==> src/rtl/seg7_pkg.sv <==
// Shared constants and types for the multiplexed 7-segment scan driver.
package seg7_pkg;

  localparam int unsigned SEG_W   = 7;
  localparam int unsigned DIGIT_W = 4;
  localparam int unsigned AN_W    = 4;

  // Patterns are {g,f,e,d,c,b,a}, active low.
  localparam logic [SEG_W-1:0] SEG_0    = 7'b1000000;
  localparam logic [SEG_W-1:0] SEG_1    = 7'b1111001;
  localparam logic [SEG_W-1:0] SEG_2    = 7'b0100100;
  localparam logic [SEG_W-1:0] SEG_3    = 7'b0110000;
  localparam logic [SEG_W-1:0] SEG_4    = 7'b0011001;
  localparam logic [SEG_W-1:0] SEG_5    = 7'b0010010;
  localparam logic [SEG_W-1:0] SEG_6    = 7'b0000010;
  localparam logic [SEG_W-1:0] SEG_7    = 7'b1111000;
  localparam logic [SEG_W-1:0] SEG_8    = 7'b0000000;
  localparam logic [SEG_W-1:0] SEG_9    = 7'b0010000;
  localparam logic [SEG_W-1:0] SEG_DASH = 7'b0111111;
  localparam logic [SEG_W-1:0] SEG_OFF  = 7'b1111111;

  localparam logic [AN_W-1:0] ANODES_OFF = 4'b1111;

  typedef enum logic [1:0] {
    SLOT_ONES     = 2'd0,
    SLOT_TENS     = 2'd1,
    SLOT_HUNDREDS = 2'd2,
    SLOT_UNUSED   = 2'd3
  } slot_t;

  typedef struct packed {
    logic [DIGIT_W-1:0] hundreds;
    logic [DIGIT_W-1:0] tens;
    logic [DIGIT_W-1:0] ones;
  } bcd_digits_t;

endpackage

==> src/rtl/seg7_decode.sv <==
// Combinational BCD to active-low 7-segment pattern; non-BCD codes show a dash.
module seg7_decode
  import seg7_pkg::*;
(
  input  logic [DIGIT_W-1:0] digit,
  output logic [SEG_W-1:0]   pattern_c
);

  always_comb begin
    pattern_c = SEG_DASH;
    case (digit)
      4'd0:    pattern_c = SEG_0;
      4'd1:    pattern_c = SEG_1;
      4'd2:    pattern_c = SEG_2;
      4'd3:    pattern_c = SEG_3;
      4'd4:    pattern_c = SEG_4;
      4'd5:    pattern_c = SEG_5;
      4'd6:    pattern_c = SEG_6;
      4'd7:    pattern_c = SEG_7;
      4'd8:    pattern_c = SEG_8;
      4'd9:    pattern_c = SEG_9;
      default: pattern_c = SEG_DASH;
    endcase
  end

endmodule

==> src/rtl/bcd_seg7_scan.sv <==
// Double-buffered 3-digit scan driver for a 4-digit common-anode display.
// Define LEADING_ZERO_BLANK_EN to suppress leading zeros in the hundreds/tens slots.
module bcd_seg7_scan
  import seg7_pkg::*;
#(
  parameter int unsigned REFRESH_DIV  = 100000,
  parameter int unsigned BLANK_CYCLES = 16
) (
  input  logic       clk,
  input  logic       rst_n,
  input  logic       load,
  input  logic [3:0] ones,
  input  logic [3:0] tens,
  input  logic [3:0] hundreds,
  output logic [3:0] an,
  output logic [6:0] seg,
  output logic       dp,
  output logic       frame_done
);

  localparam int unsigned PW = $clog2(REFRESH_DIV);
  localparam logic [PW-1:0] PRESC_LAST = PW'(REFRESH_DIV - 1);
  localparam logic [PW-1:0] BLANK_END  = PW'(BLANK_CYCLES);

  logic [PW-1:0]    presc, presc_next;
  slot_t            slot, slot_next;
  bcd_digits_t      active, active_next;
  bcd_digits_t      pending, pending_next;
  logic             pending_valid, pending_valid_next;
  logic             boundary_c;
  logic [3:0]       digit_c;
  logic [SEG_W-1:0] pattern_c;
  logic [AN_W-1:0]  an_slot_c, an_next;
  logic [SEG_W-1:0] seg_next;
  logic             slot_lit_c;

  // State and registered outputs.
  always_ff @(posedge clk or negedge rst_n) begin
    if (!rst_n) begin
      presc         <= '0;
      slot          <= SLOT_ONES;
      active        <= '0;
      pending       <= '0;
      pending_valid <= 1'b0;
      an            <= ANODES_OFF;
      seg           <= SEG_OFF;
      dp            <= 1'b1;
      frame_done    <= 1'b0;
    end else begin
      presc         <= presc_next;
      slot          <= slot_next;
      active        <= active_next;
      pending       <= pending_next;
      pending_valid <= pending_valid_next;
      an            <= an_next;
      seg           <= seg_next;
      dp            <= 1'b1;
      frame_done    <= boundary_c;
    end
  end

  // Prescaler, slot sequencing and double-buffer commit.
  always_comb begin
    presc_next         = presc + PW'(1);
    slot_next          = slot;
    boundary_c         = 1'b0;
    active_next        = active;
    pending_next       = pending;
    pending_valid_next = pending_valid;

    if (presc == PRESC_LAST) begin
      presc_next = '0;
      slot_next  = slot_t'(slot + 2'd1);
      boundary_c = (slot == SLOT_UNUSED);
    end

    // Commit uses the pending value from before this cycle's load.
    if (boundary_c && pending_valid) begin
      active_next        = pending;
      pending_valid_next = 1'b0;
    end

    if (load) begin
      pending_next.hundreds = hundreds;
      pending_next.tens     = tens;
      pending_next.ones     = ones;
      pending_valid_next    = 1'b1;
    end
  end

  // Per-slot digit selection and anode pattern.
  always_comb begin
    digit_c    = '0;
    an_slot_c  = ANODES_OFF;
    slot_lit_c = 1'b0;
    case (slot)
      SLOT_ONES: begin
        digit_c    = active.ones;
        an_slot_c  = 4'b1110;
        slot_lit_c = 1'b1;
      end
      SLOT_TENS: begin
        digit_c    = active.tens;
        an_slot_c  = 4'b1101;
`ifdef LEADING_ZERO_BLANK_EN
        slot_lit_c = !((active.hundreds == 4'd0) && (active.tens == 4'd0));
`else
        slot_lit_c = 1'b1;
`endif
      end
      SLOT_HUNDREDS: begin
        digit_c    = active.hundreds;
        an_slot_c  = 4'b1011;
`ifdef LEADING_ZERO_BLANK_EN
        slot_lit_c = (active.hundreds != 4'd0);
`else
        slot_lit_c = 1'b1;
`endif
      end
      default: begin
        digit_c    = '0;
        an_slot_c  = ANODES_OFF;
        slot_lit_c = 1'b0;
      end
    endcase
  end

  seg7_decode u_decode (
    .digit     (digit_c),
    .pattern_c (pattern_c)
  );

  // Anodes stay off during the blanking window; segments are driven regardless.
  always_comb begin
    an_next  = ANODES_OFF;
    seg_next = (slot == SLOT_UNUSED) ? SEG_OFF : pattern_c;
    if (slot_lit_c && (presc >= BLANK_END)) begin
      an_next = an_slot_c;
    end
  end

endmodule
==> config.mk <==
export PLATFORM = sky130hd
export DESIGN_NAME = bcd_seg7_scan
export DESIGN_NICKNAME = d
export VERILOG_FILES = /design/src/rtl/seg7_pkg.sv /design/src/rtl/seg7_decode.sv /design/src/rtl/bcd_seg7_scan.sv
export SDC_FILE = /design/constraint.sdc
export NUM_CORES = 1
export LEC_CHECK = 0
export CAP_MARGIN = 20
export CELL_PAD_IN_SITES_DETAIL_PLACEMENT = 2
export CELL_PAD_IN_SITES_GLOBAL_PLACEMENT = 2
export CORE_MARGIN = 10
export CORE_UTILIZATION = 34
export DETAILED_ROUTE_END_ITERATION = 10
export PLACE_DENSITY_LB_ADDON = 0.1
export SETUP_SLACK_MARGIN = 0.4
export SYNTH_ARGS = -nofsm -noshare
export SYNTH_HDL_FRONTEND = slang
export SYNTH_SLANG_ARGS = --single-unit
==> constraint.sdc <==
create_clock -name clk -period 2 [get_ports clk]
set_clock_uncertainty 0.05 [all_clocks]
set_input_delay 0.6 -clock clk [delete_from_list [all_inputs] [get_ports clk]]
set_output_delay 0.6 -clock clk [all_outputs]
set_load 0.02 [all_outputs]
# Yosys cells after proc, flatten, opt, wreduce, memory -nomap -nowiden
# Memories as Yosys holds them, arrays and structs flattened.
# Cells that the tools add are included.
dict set report op_classes {
  n_eq_ne 4
  reduce_logical 5
  mux 9
  order_cmp 1
  addsub 2
}
# operator count
set ops {}
lappend ops {{$add 17x1->17 const B} 1}
lappend ops {{$eq 17x17->1 const B} 1}
lappend ops {{$ge 17x5->1 const B} 1}
lappend ops {{$mux 17} 1}
lappend ops {{$pmux 4 s3} 1}
lappend ops {{$pmux 3 s3} 1}
lappend ops {{$mux 7} 1}
lappend ops {{$eq 2x2->1 const B} 2}
lappend ops {{$mux 1} 4}
lappend ops {{$mux 4} 1}
lappend ops {{$reduce_or 3->1} 1}
lappend ops {{$add 2x1->2 const B} 1}
lappend ops {{$eq 2x1->1 const B} 1}
lappend ops {{$logic_and 1x1->1} 2}
lappend ops {{$logic_not 2->1} 1}
lappend ops {{$reduce_bool 2->1} 1}
dict set report word_totals {
  romBits 112
  n_memories 1
  input_bits 15
  regBits 56
}
# name words width read_ports rd_clocked_by_memory_dff write_ports line_no
set mem_list {}
lappend mem_list {{(no name shown)} 16 7 1 0 0 seg7_decode.sv:11} ;# case (digit)

# Longest topological paths before layout
dict set report logic_depth {
  depth_word 5
  depth_mapped 9
  depth_no_buf 9
}

# Modules after synthesis
# From an unflattened synthesis, not the netlist that was laid out.
dict set report hier_totals {
  cells_unflattened 219
  hier_area_um2 2607.5
}
# module area_per_inst_um2 n_inst cells_per_inst
set modules_own_cells {}
lappend modules_own_cells {bcd_seg7_scan 2402.3 1 186}
lappend modules_own_cells {seg7_decode 205.2 1 33}

# Least setup slack after synthesis
# Ideal clock, no wire load.
dict set report synth_path {
  kind {reg2reg}
  startpoint {register presc[11]}
  endpoint {register active[0] (netlist bit)}
  stages_incl_launch_ff 6
  setup_slack_ps -5
  required_time_ps 1825
  arrival_time_ps 1830
  synth_period_minus_slack_ps 2005
  setup_time_ps 125
  path_cell_list {dfrtp_1 or4_4 nor4_4 nand4_2 buf_6 mux2_4}
}
dict set report synth_via {
  elab_chain_len 3
}
# item line_no
set synth_lines {}
lappend synth_lines {{from (decl)} bcd_seg7_scan.sv:25} ;# logic [PW-1:0] presc, presc_next;
lappend synth_lines {{from (signal assigned)} bcd_seg7_scan.sv:50} ;# presc <= presc_next;
lappend synth_lines {{$eq 17x17->1} bcd_seg7_scan.sv:71} ;# if (presc == PRESC_LAST) begin
lappend synth_lines {{$mux 1} bcd_seg7_scan.sv:71}
lappend synth_lines {{$logic_and 1x1->1} bcd_seg7_scan.sv:78} ;# if (boundary_c && pending_valid) begin
lappend synth_lines {{to (signal assigned)} bcd_seg7_scan.sv:52} ;# active <= active_next;
lappend synth_lines {{to (decl)} bcd_seg7_scan.sv:27} ;# bcd_digits_t active, active_next;
# No other way between the ends.
# A chain may end at the register's enable or synchronous reset.

# Worst setup path after layout
dict set report layout_path {
  startpoint {register slot[1]}
  endpoint {register seg[0]}
}
dict set report layout_via {
  elab_chain_len 4
  word_cells_on_any_way 7
  cone_classes {3 x eq/ne; 2 x mux; 1 x reduce/logical; 1 x memory}
}
# item line_no
set layout_lines {}
lappend layout_lines {{from (decl)} bcd_seg7_scan.sv:26} ;# slot_t slot, slot_next;
lappend layout_lines {{from (signal assigned)} bcd_seg7_scan.sv:51} ;# slot <= slot_next;
lappend layout_lines {{$eq 2x2->1, or another cell as far along} bcd_seg7_scan.sv:96} ;# case (slot)
lappend layout_lines {{$pmux 4 s3} bcd_seg7_scan.sv:96}
lappend layout_lines {{$mem_v2 16x7} -}
lappend layout_lines {{$mux 7 *} bcd_seg7_scan.sv:136} ;# seg_next = (slot == SLOT_UNUSED) ? SEG_OFF : pattern_c;
lappend layout_lines {{via seg_next[0]} bcd_seg7_scan.sv:34} ;# logic [SEG_W-1:0] seg_next;
lappend layout_lines {{to (signal assigned)} bcd_seg7_scan.sv:56} ;# seg <= seg_next;
lappend layout_lines {{to (decl)} bcd_seg7_scan.sv:16} ;# output logic [6:0] seg,
# The timed path passes the listed nets; every way through them passes the cells marked *.

==> results by group <==
Clock network
  • Number of H-tree branching levels: 2
  • Number of buffers on the longest clock path: 2
  • Clock tree from TritonCTS: built
  • Count of clock tree sinks: 55
  • Clock root buffer: sky130_fd_sc_hd__clkbuf_8
  • TritonCTS buffer count: 5
  • Clock transition time at the flip-flop clock pins of the worst setup and hold paths: roughly 0.1 ns
  • Source-to-sink clock delay at the later pin of the worst-skew pair: about 0.31 ns

Die
  • Floorplan row count: 31
  • Std-Cell Core Area: between 7000 and 8000 um2
  • Initial core utilization: 0.3505
  • Height of the die: 106.5 um
  • Width of the die: between 100 and 150 um
  • Number of I/O pins: 28
  • Die outline area: ~11,000 um2

GRT
  • Total GRT Usage: 0.1268
  • Antenna violations before repair: 0
  • Layer with the highest usage after global routing: met2
  • Met2 usage in global routing: 0.2253
  • First-pass GRT wire length: 11,460 um
  • Met3 Usage GRT: 0.02295
  • Fraction of met1 tracks used by global routing: 0.1552
  • Final global-route overflow total: 0
  • Number of global-route vias before repair: about 2,100
  • Pin count of the biggest net entering global routing: 56

Synth
  • Most used DFF post-synth: sky130_fd_sc_hd__dfrtp_1
  • Top cells by count, synth: 45 x sky130_fd_sc_hd__dfrtp_1, 17 x sky130_fd_sc_hd__nor2_1, 15 x sky130_fd_sc_hd__mux2_2
  • Count leader, synth: sky130_fd_sc_hd__dfrtp_1
  • Cell area after synthesis: approximately 2500 um2
  • Total of warnings raised by yosys: 0
  • Synth unique cells: 35
  • Dominant cells by area after synthesis: sky130_fd_sc_hd__dfrtp_1 44%, sky130_fd_sc_hd__dfstp_2 10%, sky130_fd_sc_hd__mux2_2 6.6%
  • Gate Count Post-Synth: slightly above 200
  • Asr flop ratio synth: 1.000
  • Post-synth EDFFs: 0
  • Yosys reg bits: 55
  • Average footprint of a synthesized cell: between 10 and 15 um2
  • Synth top area share: 0.4429
  • Post-synthesis cell type with the largest combined area: sky130_fd_sc_hd__dfrtp_1
  • Share of the yosys chip area belonging to registers: 0.5463

Job
  • Maximum capacitance violations: 0

Final layout
  • Filler cells: just over 700
  • Number of nets at the end of the flow: a little under 300
  • Core occupancy in the finished layout: 0.4873
  • Growth of design area from synthesis to finish: 39.03%
  • Final non-filler cell total: approximately 360
  • Fraction of layout instances using a drive strength above 1: 0.4830
  • ANT cells: 0

Setup path
  • Crit-path cells: buf_4, ha_4, a222oi_1, buf_4, buf_4, buf_4, a21oi_1, nor2_2, o21ai_1
  • Nature of the critical path endpoint: flop
  • Largest stage delay on the critical path: 0.42 ns
  • Worst r2r path cells: 9
  • Maximum fanout encountered on the critical timing path: 5
  • Kind of start point of the critical path: flop
  • Crit path kind: flop to flop
  • Critical-path cell with the highest stage delay: sky130_fd_sc_hd__dfrtp_1
  • Crit path top cell by count: sky130_fd_sc_hd__buf_4
  • Worst path arrival time: roughly 2.2 ns
  • Data required time of the critical path: approximately 2.2 ns

Timing
  • Final-layout setup total negative slack: -0.1724 ns
  • Setup repair after global routing missed its margin: true
  • Peak clock frequency supported by timing: 0.4866 GHz
  • Share of the clock period used by the worst path after layout: 1.028
  • Minimum clock period after layout: 2.055 ns
  • Final number of setup-violating endpoints: 6
  • Actual slew at the worst max-slew pin: about 0.58 ns
  • Max_slew headroom: 0.6113
  • Fin Hold WS: ~0.2 ns
  • Final worst slack: -0.05513 ns
  • Final-report max-slew violation count: 0
  • Endpoints failing hold: 0

Pwr
  • Lkg Pwr: ~1.6 nW
  • Max IR drop VDD: ~350 uV
  • Total power per unit cell area: between 500 and 600 nW/um2

Status
  • Result of the run: finished, violations left
  • Failing checks: setup timing

Place
  • Gpl congestion: 0.8409
  • Input/output buffers: 25
  • Total half-perimeter wirelength after legalization and detailed placement: around 4700 um
  • Number of placed instances, taps included: 342
  • Pre-CTS WS: -0.07512 ns

Detailed routing
  • Vias/cell: 4.995
  • DR pass1 iterations: 4
  • Antenna Nets Post-Route: 0
  • Sum of routed wire length over all layers: between 7000 and 8000 um
  • Routed wire per std cell: between 15 and 20 um
  • Number of design rule violations left after detail routing: 0
  • Via count: ~1,800
  • DRT iter0 DRCs: a little under 60

Hold path
  • Kind of path behind the tightest hold check: primary input to asynchronous set/reset pin
## layout by cell type, fill, tap and decap left out, drive strengths merged, types with 5 or more instances in the layout
cell           Yosys  final
buf                5     46
dfrtp             45     45
mux2              25     25
nor2              17     17
clkdlybuf4s50      0     13
nand2             11     11
ha                11     11
dfstp             10     10
nand4              9      9
xnor2              9      9
nand3              9      9
inv                7      8
xor2               7      7
o21ai              6      6
nor4               6      6
clkbuf             3      5
## cells by family (layout without fill, tap and decap cells)
logic type / after synthesis / after routing / share of synthesized area
compound gates: 14 / 14 / 0.03789
xor+xnor: 16 / 16 / 0.05512
fa+ha+maj: 11 / 11 / 0.05413
buf+inv: 15 / 74 / 0.02903
flops: 55 / 55 / 0.5463
mux: 29 / 29 / 0.1412
other cells: 1 / 2 / 0.001475
simple gates: 64 / 64 / 0.1348
## critical path: cells and delay by family (launching register included)
| family | cells | cell delay, ns |
|---|---|---|
| compound gates | 3 | 0.57 |
| fa+ha+maj | 1 | 0.16 |
| buf+inv | 4 | 0.56 |
| flops | 1 | 0.42 |
| simple gates | 1 | 0.22 |
## final timing paths
path	from	end	slack [ns]
max	slot[1]$_DFFE_PN0N_	seg[0]$_DFF_PN1_	-0.06
min	rst_n	presc[11]$_DFF_PN0_	0.20
max reg2reg	slot[1]$_DFFE_PN0N_	seg[0]$_DFF_PN1_	-0.06
min reg2reg	pending[6]$_DFFE_PN0P_	pending[6]$_DFFE_PN0P_	0.47
max in group asynchronous	rst_n	an[0]$_DFF_PN1_	1.36
min in group clk	pending[6]$_DFFE_PN0P_	pending[6]$_DFFE_PN0P_	0.47
## where the power goes
| group | leakage (nW) | total, mW | switching (mW) | internal (mW) |
|---|---|---|---|---|
| Clock | 0.0548 | 0.758 | 0.380 | 0.378 |
| Combinational | 0.821 | 0.0942 | 0.0413 | 0.0529 |
| Sequential | 0.684 | 1.15 | 0.0143 | 1.14 |
## state kept, by name, indices dropped and copies added (netlist names)
register / flops
frame_done: 1
active: 12
slot: 2
presc: 17
seg: 7
pending_valid: 1
an: 3
pending: 12
## final cells by class
class,count,area (um2),share of cell area
Clock buffer,5,68.82,0.01947
Clock inverter,3,46.29,0.01310
Inverter,7,26.28,0.007434
Multi-Input combinational cell,136,1308,0.3699
Sequential cell,55,1390,0.3933
Tap cell,99,123.9,0.03504
Timing Repair Buffer,59,571.8,0.1618
## timing repair
| action | 4_1_cts | 5_1_grt |
|---|---|---|
| gates resized for setup | 97 | 19 |
| hold endpoints to repair | 0 | 0 |
| setup buffers | 8 | 5 |
| gates cloned | 1 | 0 |
| setup endpoints to repair | 46 | 48 |
| pin swaps | 18 | 10 |
| hold buffers | 0 | 0 |
## per-stage QoR
step,total power [mW],instance area (um2)
final,2.003,3535
after global routing,2.092,3535
after CTS,2.033,3431
after detailed placement,1.269,3098
after global placement,1.262,3098
after floorplan,1.202,2605
## layer usage
metal | wire length [um] | part of all wire | vias up
li1 | - | - | 832
met1 | 3104 | 0.43 | 945
met2 | 3776 | 0.53 | 31
met3 | 219 | 0.030 | 10
met4 | 89 | 0.012 | 0
met5 | 0 | 0 | -
No activity file was read; power rests on OpenSTA's default activity.
